$ cat src/rtl/ifetch_if.sv
// ifetch_if: fetch-side memory request/response, redirect and decode handshake bundle
interface ifetch_if;
    logic        imem_req_valid;
    logic [31:0] imem_req_addr;
    logic        imem_req_ready;
    logic        imem_resp_valid;
    logic [31:0] imem_resp_data;
    logic        redirect_valid;
    logic [31:0] redirect_pc;
    logic        instr_valid;
    logic        instr_ready;
    logic [31:0] InstrD;
    logic [31:0] PCD;
    logic [31:0] PCPlus4D;
    modport master (
        output imem_req_valid, imem_req_addr, instr_valid, InstrD, PCD, PCPlus4D,
        input  imem_req_ready, imem_resp_valid, imem_resp_data, redirect_valid, redirect_pc, instr_ready
    );
    modport slave (
        input  imem_req_valid, imem_req_addr, instr_valid, InstrD, PCD, PCPlus4D,
        output imem_req_ready, imem_resp_valid, imem_resp_data, redirect_valid, redirect_pc, instr_ready
    );
endinterface

$ cat src/rtl/ifetch_unit.sv
// ifetch_unit: sequential fetch with in-order response queue, PC tagging and redirect flush
module ifetch_unit #(
    parameter logic [31:0] RESET_PC = 32'h0000_0000,
    parameter int          DEPTH    = 4
) (
    input logic      clk,
    input logic      reset,
    ifetch_if.master bus
);
    localparam int AW = $clog2(DEPTH);
    logic [31:0]   pc_f;
    logic [31:0]   q_instr [DEPTH];
    logic [31:0]   q_pc    [DEPTH];
    logic [31:0]   pf_pc   [DEPTH];
    logic [AW-1:0] q_head, q_tail, pf_head, pf_tail;
    logic [AW:0]   count, outstanding, drop;
    logic [AW+1:0] inflight;
    logic          accept, resp, push, pop;
    always_comb begin
        inflight           = (AW+2)'(count) + (AW+2)'(outstanding);
        bus.imem_req_valid = !reset && !bus.redirect_valid && (inflight < (AW+2)'(DEPTH));
        bus.imem_req_addr  = pc_f;
        bus.instr_valid    = count != 0;
        bus.InstrD         = bus.instr_valid ? q_instr[q_head] : 32'd0;
        bus.PCD            = bus.instr_valid ? q_pc[q_head] : 32'd0;
        bus.PCPlus4D       = bus.PCD + 32'd4;
        accept             = bus.imem_req_valid && bus.imem_req_ready;
        resp               = bus.imem_resp_valid && outstanding != 0;
        push               = resp && drop == 0 && !bus.redirect_valid;
        pop                = bus.instr_valid && bus.instr_ready;
    end
    // Storage needs no reset: entries are only read once count/outstanding cover them
    always_ff @(posedge clk) begin
        if (accept) pf_pc[pf_tail] <= pc_f;
        if (push) begin
            q_instr[q_tail] <= bus.imem_resp_data;
            q_pc[q_tail]    <= pf_pc[pf_head];
        end
    end
    always_ff @(posedge clk) begin
        if (reset) begin
            pc_f        <= RESET_PC;
            q_head      <= '0;
            q_tail      <= '0;
            pf_head     <= '0;
            pf_tail     <= '0;
            count       <= '0;
            outstanding <= '0;
            drop        <= '0;
        end else begin
            pf_tail     <= pf_tail + AW'(accept);
            pf_head     <= pf_head + AW'(resp);
            outstanding <= outstanding + (AW+1)'(accept) - (AW+1)'(resp);
            if (bus.redirect_valid) begin
                pc_f   <= {bus.redirect_pc[31:2], 2'b00};
                q_head <= '0;
                q_tail <= '0;
                count  <= '0;
                drop   <= outstanding - (AW+1)'(resp);
            end else begin
                pc_f   <= accept ? pc_f + 32'd4 : pc_f;
                q_head <= q_head + AW'(pop);
                q_tail <= q_tail + AW'(push);
                count  <= count + (AW+1)'(push) - (AW+1)'(pop);
                drop   <= drop - (AW+1)'(resp && drop != 0);
            end
        end
    end
endmodule
$ cat src/flat_wrapper.sv
// flat-port wrapper written by rule: the top's interface ports become plain ports
module ifetch_unit_flat 
#(
    parameter logic [31:0] RESET_PC = 32'h0000_0000,
    parameter int          DEPTH    = 4
)
  (clk, reset, bus_imem_req_valid, bus_imem_req_addr, bus_instr_valid, bus_InstrD, bus_PCD, bus_PCPlus4D, bus_imem_req_ready, bus_imem_resp_valid, bus_imem_resp_data, bus_redirect_valid, bus_redirect_pc, bus_instr_ready);
  ifetch_if bus_i ();
  input logic clk;
  input logic reset;
  output wire logic [$bits(bus_i.imem_req_valid)-1:0] bus_imem_req_valid;
  output wire logic [$bits(bus_i.imem_req_addr)-1:0] bus_imem_req_addr;
  output wire logic [$bits(bus_i.instr_valid)-1:0] bus_instr_valid;
  output wire logic [$bits(bus_i.InstrD)-1:0] bus_InstrD;
  output wire logic [$bits(bus_i.PCD)-1:0] bus_PCD;
  output wire logic [$bits(bus_i.PCPlus4D)-1:0] bus_PCPlus4D;
  input wire logic [$bits(bus_i.imem_req_ready)-1:0] bus_imem_req_ready;
  input wire logic [$bits(bus_i.imem_resp_valid)-1:0] bus_imem_resp_valid;
  input wire logic [$bits(bus_i.imem_resp_data)-1:0] bus_imem_resp_data;
  input wire logic [$bits(bus_i.redirect_valid)-1:0] bus_redirect_valid;
  input wire logic [$bits(bus_i.redirect_pc)-1:0] bus_redirect_pc;
  input wire logic [$bits(bus_i.instr_ready)-1:0] bus_instr_ready;
  assign bus_imem_req_valid = bus_i.imem_req_valid;
  assign bus_imem_req_addr = bus_i.imem_req_addr;
  assign bus_instr_valid = bus_i.instr_valid;
  assign bus_InstrD = bus_i.InstrD;
  assign bus_PCD = bus_i.PCD;
  assign bus_PCPlus4D = bus_i.PCPlus4D;
  assign bus_i.imem_req_ready = bus_imem_req_ready;
  assign bus_i.imem_resp_valid = bus_imem_resp_valid;
  assign bus_i.imem_resp_data = bus_imem_resp_data;
  assign bus_i.redirect_valid = bus_redirect_valid;
  assign bus_i.redirect_pc = bus_redirect_pc;
  assign bus_i.instr_ready = bus_instr_ready;
  ifetch_unit #(.RESET_PC(RESET_PC), .DEPTH(DEPTH)) u_core (.clk(clk), .reset(reset), .bus(bus_i));
endmodule
$ cat config.mk
export PLATFORM = sky130hd
export DESIGN_NAME = ifetch_unit_flat
export DESIGN_NICKNAME = d
export VERILOG_FILES = /design/src/rtl/ifetch_if.sv /design/src/rtl/ifetch_unit.sv /design/src/flat_wrapper.sv
export SDC_FILE = /design/constraint.sdc
export NUM_CORES = 1
export LEC_CHECK = 0
export BUFFER_PORTS_ARGS = -buffer_cell sky130_fd_sc_hd__buf_2
export CORE_ASPECT_RATIO = 1.4
export CORE_UTILIZATION = 52
export DETAILED_ROUTE_END_ITERATION = 16
export PLACE_DENSITY = 0.7
export SYNTH_ARGS = -nofsm -noshare
export SYNTH_HDL_FRONTEND = slang
export SYNTH_SLANG_ARGS = --single-unit
$ cat constraint.sdc
create_clock -name clk -period 8 [get_ports clk]
set_clock_uncertainty 0.2 [all_clocks]
set_input_delay 0.4 -clock clk [delete_from_list [all_inputs] [get_ports clk]]
set_output_delay 0.4 -clock clk [all_outputs]
set_load 0.01 [all_outputs]
==> results of run 1 <==
[path summary, 6_finish.rpt]
check / endpoint / startpoint / slack (ns)
min reg2reg: u_core.bus.imem_req_addr[11] / u_core.bus.imem_req_addr[11] / 0.36
min: u_core.bus.imem_req_addr[31] / bus_redirect_pc[31] / 0.009
max: bus_PCPlus4D[28] / u_core.q_head[0] / 2.79
max reg2reg: u_core.pf_pc[2][25] / u_core.count[1] / 4.01
[worst max-delay path, cell delays in order, from the launching register on]
cell and delay, ns:
dfxtp_4 0.82, buf_4 0.71, mux4_1 0.73, nand2_1 0.14, inv_1 0.07, ha_1 0.24, nand2_1 0.08, o22ai_1 0.11
and3_1 0.26, and3_1 0.31, and4bb_2 0.29, xor2_1 0.14, buf_2 0.17
[cells by family after synthesis]
group	count (synthesis)
AOI/OAI and AO/OA	92
xor gates and xnor gates	42
adders and majority gates	18
buffers and inverters	88
DFF	415
muxes	99
other	1
and+or+nand+nor	294
[placed cells by master, fill, tap and decap left out, types with 18 or more instances in the layout]
cell / netlist / routed
a21oi_1: 34 / 34
and2_1: 65 / 65
buf_2: 14 / 191
clkbuf_16: 0 / 41
dfxtp_1: 47 / 43
dlygate4sd3_1: 0 / 59
edfxtp_1: 368 / 368
inv_1: 26 / 25
mux4_2: 86 / 86
nand2_1: 62 / 62
nand3_1: 31 / 31
nand4_1: 19 / 19
nor2_1: 42 / 39
o21ai_0: 18 / 18
xnor2_1: 31 / 31
[cell type report]
class                      count  area, um^2
multi-input combinational    551        4990
sequential                   415       12000
tap                          440       550.5
timing repair buffer         263        1644
clock inverter                18       130.1
clock buffer                  53        1091
fill                        2430       12090
inverter                      27       101.3
[per-stage QoR]
stage | setup slack, ns | instance area [um^2] | instances | power [mW]
6_report | 2.789 | 20510 | 1767 | 4.953
5_1_grt | 2.412 | 20510 | 1767 | 5.140
4_1_cts | 2.651 | 20510 | 1767 | 4.997
3_5_place_dp | 3.214 | 18700 | 1637 | 3.212
3_3_place_gp | 3.277 | 18700 | 1637 | 3.193
2_1_floorplan | 1.585 | 17340 | 1054 | 3.002
[sequential cells by signal, summed over array words and instances, names as in the netlist, 3 cells and up]
register	cells
u_core.drop	3
u_core.pf_pc	120
u_core.outstanding	3
u_core.q_instr	128
u_core.count	3
u_core.q_pc	120
u_core.bus.imem_req_addr	30
[power by group]
group	internal (mW)	switching (mW)
Clock	1.02	0.755
Sequential	2.49	0.0783
Combinational	0.284	0.324
Total	3.80	1.16
[per-layer routing]
| layer | vias to the layer above | global-route usage, % | share of wire, % |
|---|---|---|---|
| li1 | 4584 | - | - |
| met1 | 5003 | 27.02 | 40 |
| met2 | 371 | 37.98 | 51 |
| met3 | 74 | 3.140 | 5.8 |
| met4 | 0 | 6.993 | 2.9 |
| met5 | - | 0 | 0 |
[what timing repair did]
action	CTS	global route
endpoints found under the setup margin	0	0
resized for setup	0	0
buffers inserted	0	0
hold buffers	59	0
hold endpoints to repair	155	0
==> run metrics, run 1 <==
status complete, no violations; xor and xnor area share after synthesis under 10%; first-pass GRT wire length between 50 and 60 mm; Root Buffer clkbuf_16; Final nets ~1400; Ys Warns 0; Via density 5.677; Post-synth top flop edfxtp_1; PD cells ~240 mW/mm^2; Post-Syn Instances approximately 1000; detailed placer's ending HPWL 21.94 mm; most common cell in the synthesized netlist edfxtp_1; Leak 7.215 nW; multiplexer area fraction after synthesis ~12%; crit path DAT 4.61 ns; WL/cell 20.30 um; full die area 0.03405 mm^2; Crit. End Element primary output; smallest hold slack between 0.008 and 0.009 ns; Crit path required time about 7.4 ns; maximum buffer depth of the clock tree 3; all-layer global routing usage approximately 21%; Rows 78; Least-Margin Pin Slew between 1 and 1.5 ns; clock latency on the worst-skew pair between 0.5 and 0.6 ns; clk sinks 415; crit share post-route ~65%; CP startpoint kind flip-flop; Tmin final 5.211 ns; GR Overflow Total 0; Post-synth EDFFs approximately 370; CTS tree yes; Worst Hold Class primary input to flip-flop; Die Y between 200 and 250 um; 1st-iter DRT viols 577; Total Wirelength approximately 36 mm; n_diodes 0; biggest area consumer among synthesized cells edfxtp_1; Core Footprint ~0.033 mm^2; initial antenna violation count 0; MaxCap Viol Count 0; Initial Util between 50% and 60%; CP max FO 47; Compound-Gate Fraction of Synth Area about 3.2%; Setup Viol. Count Final 0; FFs w/ async S/R, synth 0%; remaining antenna violation count 0; Worst R2R Path Depth 7; IO buf count around 190; unrepaired setup endpoints after global routing false; Peak VDD IR 0.0001494 V; H-tree depth 2; final core occ a little over three fifths; final number of max-transition violations 0; io pins 200; CTS buffer count 40; DR vias roughly 10000; GP Congestion 0.8868; fmax ~190 MHz; DRT Pass-1 Iters 5; adder and majority cell fraction of the synthesized area under 10%; Sum Neg Setup Slack 0 ns; mapped cell area 0.01732 mm^2; largest family of logic cells by synthesized area multiplexers; top-area cell type share of the netlist area 63.81%; clock slew at reported path FFs roughly 0.06 ns; Hold Violations, Final 0; WS Path Type flip-flop to primary output; Commonest cells post-synth edfxtp_1, mux4_2, and2_1; drc violations 0; largest net degree at the start of global routing 80; post-synthesis sequential area ratio 69.24%; Syn Area/Cell 16.51 um^2; Die Span X between 150 and 200 um; layout cells sized above 1 between 20% and 30%; #FFs+latches synth between 400 and 500; post-synth cell types between 60 and 70; vias in the first global route just over 10000; Worst slew margin 33.18%; synth top area cells edfxtp_1, mux4_2, dfxtp_1; Hold Crit Depth 3; area share of and/or/nand/nor cells after synthesis under 10%; Area Growth Syn to Fin 18.42%
No activity file was read; power rests on OpenSTA's default activity.
==> inputs of run 2 (changes only) <==
==> constraint.sdc (replaced) <==
create_clock -name clk -period 4.8 [get_ports clk]
set_clock_uncertainty 0.2 [all_clocks]
set_input_delay 0.24 -clock clk [delete_from_list [all_inputs] [get_ports clk]]
set_output_delay 0.24 -clock clk [all_outputs]
set_load 0.01 [all_outputs]
==> run 2 against run 1 <==
Die area unchanged. Highest routed layer unchanged. Critical endpoint is now bus_PCPlus4D[23]. Register-to-register slack got worse by 2.5 ns. Via count increased by 0.40%. Critical path type unchanged. Largest power group unchanged. First-iteration DRC count increased by 17%. Utilization increased by 0.14 points. Non-clock buffer count increased by 12.
==> run metrics, run 2 (synthesis gave the netlist of run 1 again) <==
DRT Pass-1 Iters 4; post-CTS setup buffer count 0; H-tree depth 2; io pins 200; fmax 236.2 MHz; Total Wirelength 35.75 mm; final core occ a little over three fifths; met3 wire length just under 2 mm; WL/cell between 20 and 25 um; most frequent cells in the layout edfxtp_1, buf_2, mux4_2; Final nets between 1000 and 1500; Least-Margin Pin Slew a little under 1 ns; Peak VDD IR 0.0002580 V; Sum Neg Setup Slack 0 ns; Finished Layout Cells about 1800; Die Span X ~160 um; WS Path Type flip-flop to primary output; maximum buffer depth of the clock tree 3; Crit path required time around 4.4 ns; n_diodes 0; Root Buffer clkbuf_16; unrepaired setup endpoints after global routing false; crit path DAT 3.79 ns; final number of max-transition violations 0; smallest hold slack 0.05274 ns; Rows 78; clock slew at reported path FFs roughly 0.06 ns; placed insts ~1600; CTS tree yes; 1st-iter DRT viols 674; Via density 5.662; layout cells sized above 1 around 28%; fill count about 2400; most common cell after layout, fill and taps aside edfxtp_1; Die Y 217.9 um; top layer reached by signal wires met4; register area 0.01200 mm^2; IO buf count around 190; all-layer global routing usage between 20% and 30%; Largest regs u_core.q_instr: 128 flops, u_core.pf_pc: 120 flops, u_core.q_pc: 120 flops; full die area around 0.034 mm^2; Area Growth Syn to Fin 18.68%; Worst Hold Class primary input to flip-flop; Reg with most FFs u_core.q_instr; Hold Violations, Final 0; Worst slew margin between 30% and 40%; GR Overflow Total 0; clk sinks just over 400; Crit. End Element primary output; CTS buffer count 40; CP startpoint kind flip-flop; GP Congestion around 0.88; Leak 7.247 nW; CP max FO 42; vias in the first global route ~10000; status complete, no violations; wl on met1 14.58 mm; PD cells approximately 400 mW/mm^2; clock latency on the worst-skew pair slightly above 0.5 ns; Tmin final 4.234 ns; drc violations 0; first-pass GRT wire length 55.55 mm; area of the multi-input gates between 0.004 and 0.005 mm^2; Largest register FFs ~130; MaxCap Viol Count 0; WL met2 around 18 mm; remaining antenna violation count 0; crit share post-route roughly nine tenths; Core Footprint between 0.03 and 0.04 mm^2; DR vias 10070; Setup Viol. Count Final 0; detailed placer's ending HPWL 22.77 mm; Initial Util 53.13%; largest net degree at the start of global routing 63; initial antenna violation count 0
run 2: cell types whose count changed in the layout (fill, tap and decap cells not counted), moves of 2 or more:
cell           previous run  this run
clkbuf_8                  2         0
clkbuf_1                 10         8
clkinv_1                 11        13
dlygate4sd3_1            59        62
clkinv_2                  5         8
bufinv_16                 2         0
buf_4                    13        21
run 2: area by class of cell:
type                    count  share of cell area (%)
clock buffers              49                   5.138
flip-flops and latches    415                   58.39
well taps                 440                   2.679
multi-input cells         551                   24.28
inverters                  27                  0.4931
repair buffers            275                   8.535
clock inverters            22                  0.4870
run 2: repair_timing:
action,in CTS,in global routing
gates resized for setup,0,0
hold buffers,62,0
hold endpoints to repair,158,0
run 2: final timing paths:
kind	from	end	slack (ns)	cells after the start
max	u_core.q_head[1]	bus_PCPlus4D[23]	0.57	8
min	bus_instr_ready	u_core.q_head[0]	0.05	4
max reg2reg	u_core.count[1]	u_core.pf_pc[3][21]	1.51	7
min reg2reg	u_core.bus.imem_req_addr[7]	u_core.pf_pc[2][7]	0.37	0
run 2: critical path, stage by stage, from the launching register on:
cell	delay, ns
dfxtp_4	0.75
buf_4	0.47
mux4_2	0.30
nand2_1	0.05
or3_1	0.47
nor4_4	0.50
nor3b_2	0.25
mux2_1	0.34
buf_2	0.14
run 2: metal layers:
| layer | track usage, % | vias up |
|---|---|---|
| met5 | 0 | - |
| met4 | 7.516 | 0 |
| met3 | 2.842 | 70 |
| met2 | 37.71 | 340 |
| met1 | 27.06 | 5055 |
| li1 | - | 4607 |
run 2: report_power, final:
part,total (mW),internal [mW],switching (mW)
sequential,4.26,4.15,0.104
combinational,1.05,0.479,0.568
clock,2.80,1.56,1.24
run 2: stage by stage:
stage	worst slack [ns]	power, mW	area [um^2]
finish	0.5662	8.104	20550
global route	0.3588	8.432	20550
CTS	0.5086	8.177	20550
detailed placement	1.070	5.354	18780
global placement	1.058	5.324	18780
floorplan	0.09820	4.999	17340
==> inputs of run 3 (changes only) <==
--- a/config.mk
+++ b/config.mk
@@ -6,7 +6,7 @@
 export NUM_CORES = 1
 export LEC_CHECK = 0
 export BUFFER_PORTS_ARGS = -buffer_cell sky130_fd_sc_hd__buf_2
-export CORE_ASPECT_RATIO = 1.4
+export CORE_ASPECT_RATIO = 0.8
 export CORE_UTILIZATION = 52
 export DETAILED_ROUTE_END_ITERATION = 16
 export PLACE_DENSITY = 0.7
==> run 3 against run 2 <==
Critical path type unchanged. Combinational power hardly changed. Power is 2.8% higher. Non-clock buffer count stayed put. Hold slack better by 0.0013 ns. Utilization is 0.32 points higher. Clock power is 7.1% higher. Sequential share of layout area is 0.35 points lower. Die area hardly changed. Global-route usage is 0.73 points lower. Flip-flop and latch count stayed put. First-iteration DRC count is 16% higher. Setup slack worse by 0.0041 ns.
==> run metrics, run 3 (synthesis gave the netlist of run 1 again) <==
MaxCap Viol Count 0; Least-Margin Pin Slew around 0.94 ns; Die Span X between 200 and 250 um; clk sinks about 420; Tot Pwr about 8.3 mW; 1st-iter DRT viols 785; Peak VDD IR between 0.0002 and 0.00025 V; CP max FO 56; Die Y 165.2 um; DRT Pass-1 Iters 5; layout cells sized above 1 between 20% and 30%; largest net degree at the start of global routing 63; Largest register FFs about 130; Worst Hold Class primary input to flip-flop; DR vias ~10000; Crit. End Element primary output; Resized Gates After CTS 0; WL/cell approximately 20 um; Setup Viol. Count Final 0; drc violations 0; WS Path Type flip-flop to primary output; Tmin final ~4.2 ns; Final Cell Area 0.02068 mm^2; Rows 59; Core Footprint roughly 0.033 mm^2; final number of max-transition violations 0; initial antenna violation count 0; remaining antenna violation count 0; Worst R2R Path Depth 7; crit share post-route about nine tenths; maximum buffer depth of the clock tree 3; Area Growth Syn to Fin 19.40%; post-placement cell area about 0.019 mm^2; status complete, no violations; Hold Crit Depth 4; CTS tree yes; Crit path required time about 4.4 ns; RR Endpoint u_core.pf_pc[3][3]; Worst slew margin roughly 37%; Total Wirelength 35.07 mm; H-tree depth 2; CP startpoint kind flip-flop; clock slew at reported path FFs roughly 0.06 ns; Sum Neg Setup Slack 0 ns; fill count 2353; worst reg2reg path startpoint u_core.count[1]; Reg with most FFs u_core.q_instr; IO buf count roughly 190; Largest regs u_core.q_instr: 128 flops, u_core.pf_pc: 120 flops, u_core.q_pc: 120 flops; all-layer global routing usage 20.67%; CTS buffer count 41; flop2flop setup slack about 1.8 ns; detailed placer's ending HPWL about 23 mm; io pins 200; PD cells between 400 and 500 mW/mm^2; Leak 7.311 nW; Initial Util 53.08%; GP Congestion ~0.83; most common cell after layout, fill and taps aside edfxtp_1; GR Overflow Total 0; Worst Setup SP u_core.q_head[1]; full die area 0.03404 mm^2; fmax 236.0 MHz; first-pass GRT wire length roughly 53 mm; Hold Violations, Final 0; CP endpoint bus_PCPlus4D[26]; crit path DAT roughly 3.8 ns; most frequent cells in the layout edfxtp_1, buf_2, mux4_2; unrepaired setup endpoints after global routing false; clock latency on the worst-skew pair between 0.5 and 0.6 ns; Final nets approximately 1400; final core occ a little under two thirds; Via density roughly 5.6; vias in the first global route about 9300; n_diodes 0; Root Buffer clkbuf_16
[run 3: changes by cell type in the layout (fill, tap and decap cells not counted)]
cell | previous run | this run
clkinv_1 | 13 | 8
bufinv_16 | 0 | 1
buf_12 | 1 | 3
clkbuf_8 | 0 | 2
clkinv_4 | 0 | 3
clkbuf_16 | 41 | 42
inv_6 | 0 | 1
inv_2 | 1 | 0
buf_4 | 21 | 19
clkinv_8 | 0 | 1
inv_1 | 25 | 26
[run 3: stage by stage]
step	std cells	hold slack [ns]	worst slack [ns]
after floorplan	1054	0.1389	0.09820
after global placement	1633	0.2544	1.173
after detailed placement	1633	0.2587	1.131
after CTS	1770	0.03425	0.5862
after global routing	1770	0.06527	0.2773
final	1770	0.05401	0.5621
[run 3: final cells by class]
type / instances / area [um^2] / area share [%]
well taps: 427 / 534.3 / 2.584
repair buffers: 275 / 1779 / 8.605
clock buffers: 52 / 1109 / 5.361
flip-flops and latches: 415 / 12000 / 58.04
inverters: 27 / 101.3 / 0.4901
multi-input cells: 551 / 4990 / 24.13
clock inverters: 23 / 162.7 / 0.7866
[run 3: layer usage]
layer,wire [um],GRT usage [%]
met1,16420,32.64
met2,15630,30.13
met3,2535,3.611
met4,482,4.412
met5,0,0
[run 3: worst max-delay path, cell delays in order, from the launching register on]
cell	delay, ns
dfxtp_4	0.83
mux4_2	0.41
and2_1	0.19
ha_1	0.26
nand2_1	0.07
o22ai_1	0.26
and3_1	0.27
nand4_1	0.19
or4_1	0.50
xnor2_1	0.15
buf_2	0.14
[run 3: worst min-delay path by stage]
stage                                 startpoint               endpoint  slack (ns)
after global placement    bus_imem_resp_data[18]  u_core.q_instr[0][18]        0.25
after floorplan            bus_imem_resp_data[0]   u_core.q_instr[0][0]        0.14
after CTS                        bus_instr_ready       u_core.q_head[0]        0.03
after detailed placement   bus_imem_resp_data[2]   u_core.q_instr[1][2]        0.26
final                            bus_instr_ready       u_core.q_head[0]        0.05
after global routing             bus_instr_ready       u_core.q_head[0]        0.07
[run 3: timing repair]
action,4_1_cts,5_1_grt
hold buffers,62,0
buffers inserted,0,0
endpoints found under the hold margin,158,0
[run 3: power by group]
part           internal (mW)  switching [mW]
logic                  0.481           0.560
clock network           1.70            1.30
registers               4.15           0.134
total                   6.33            1.99
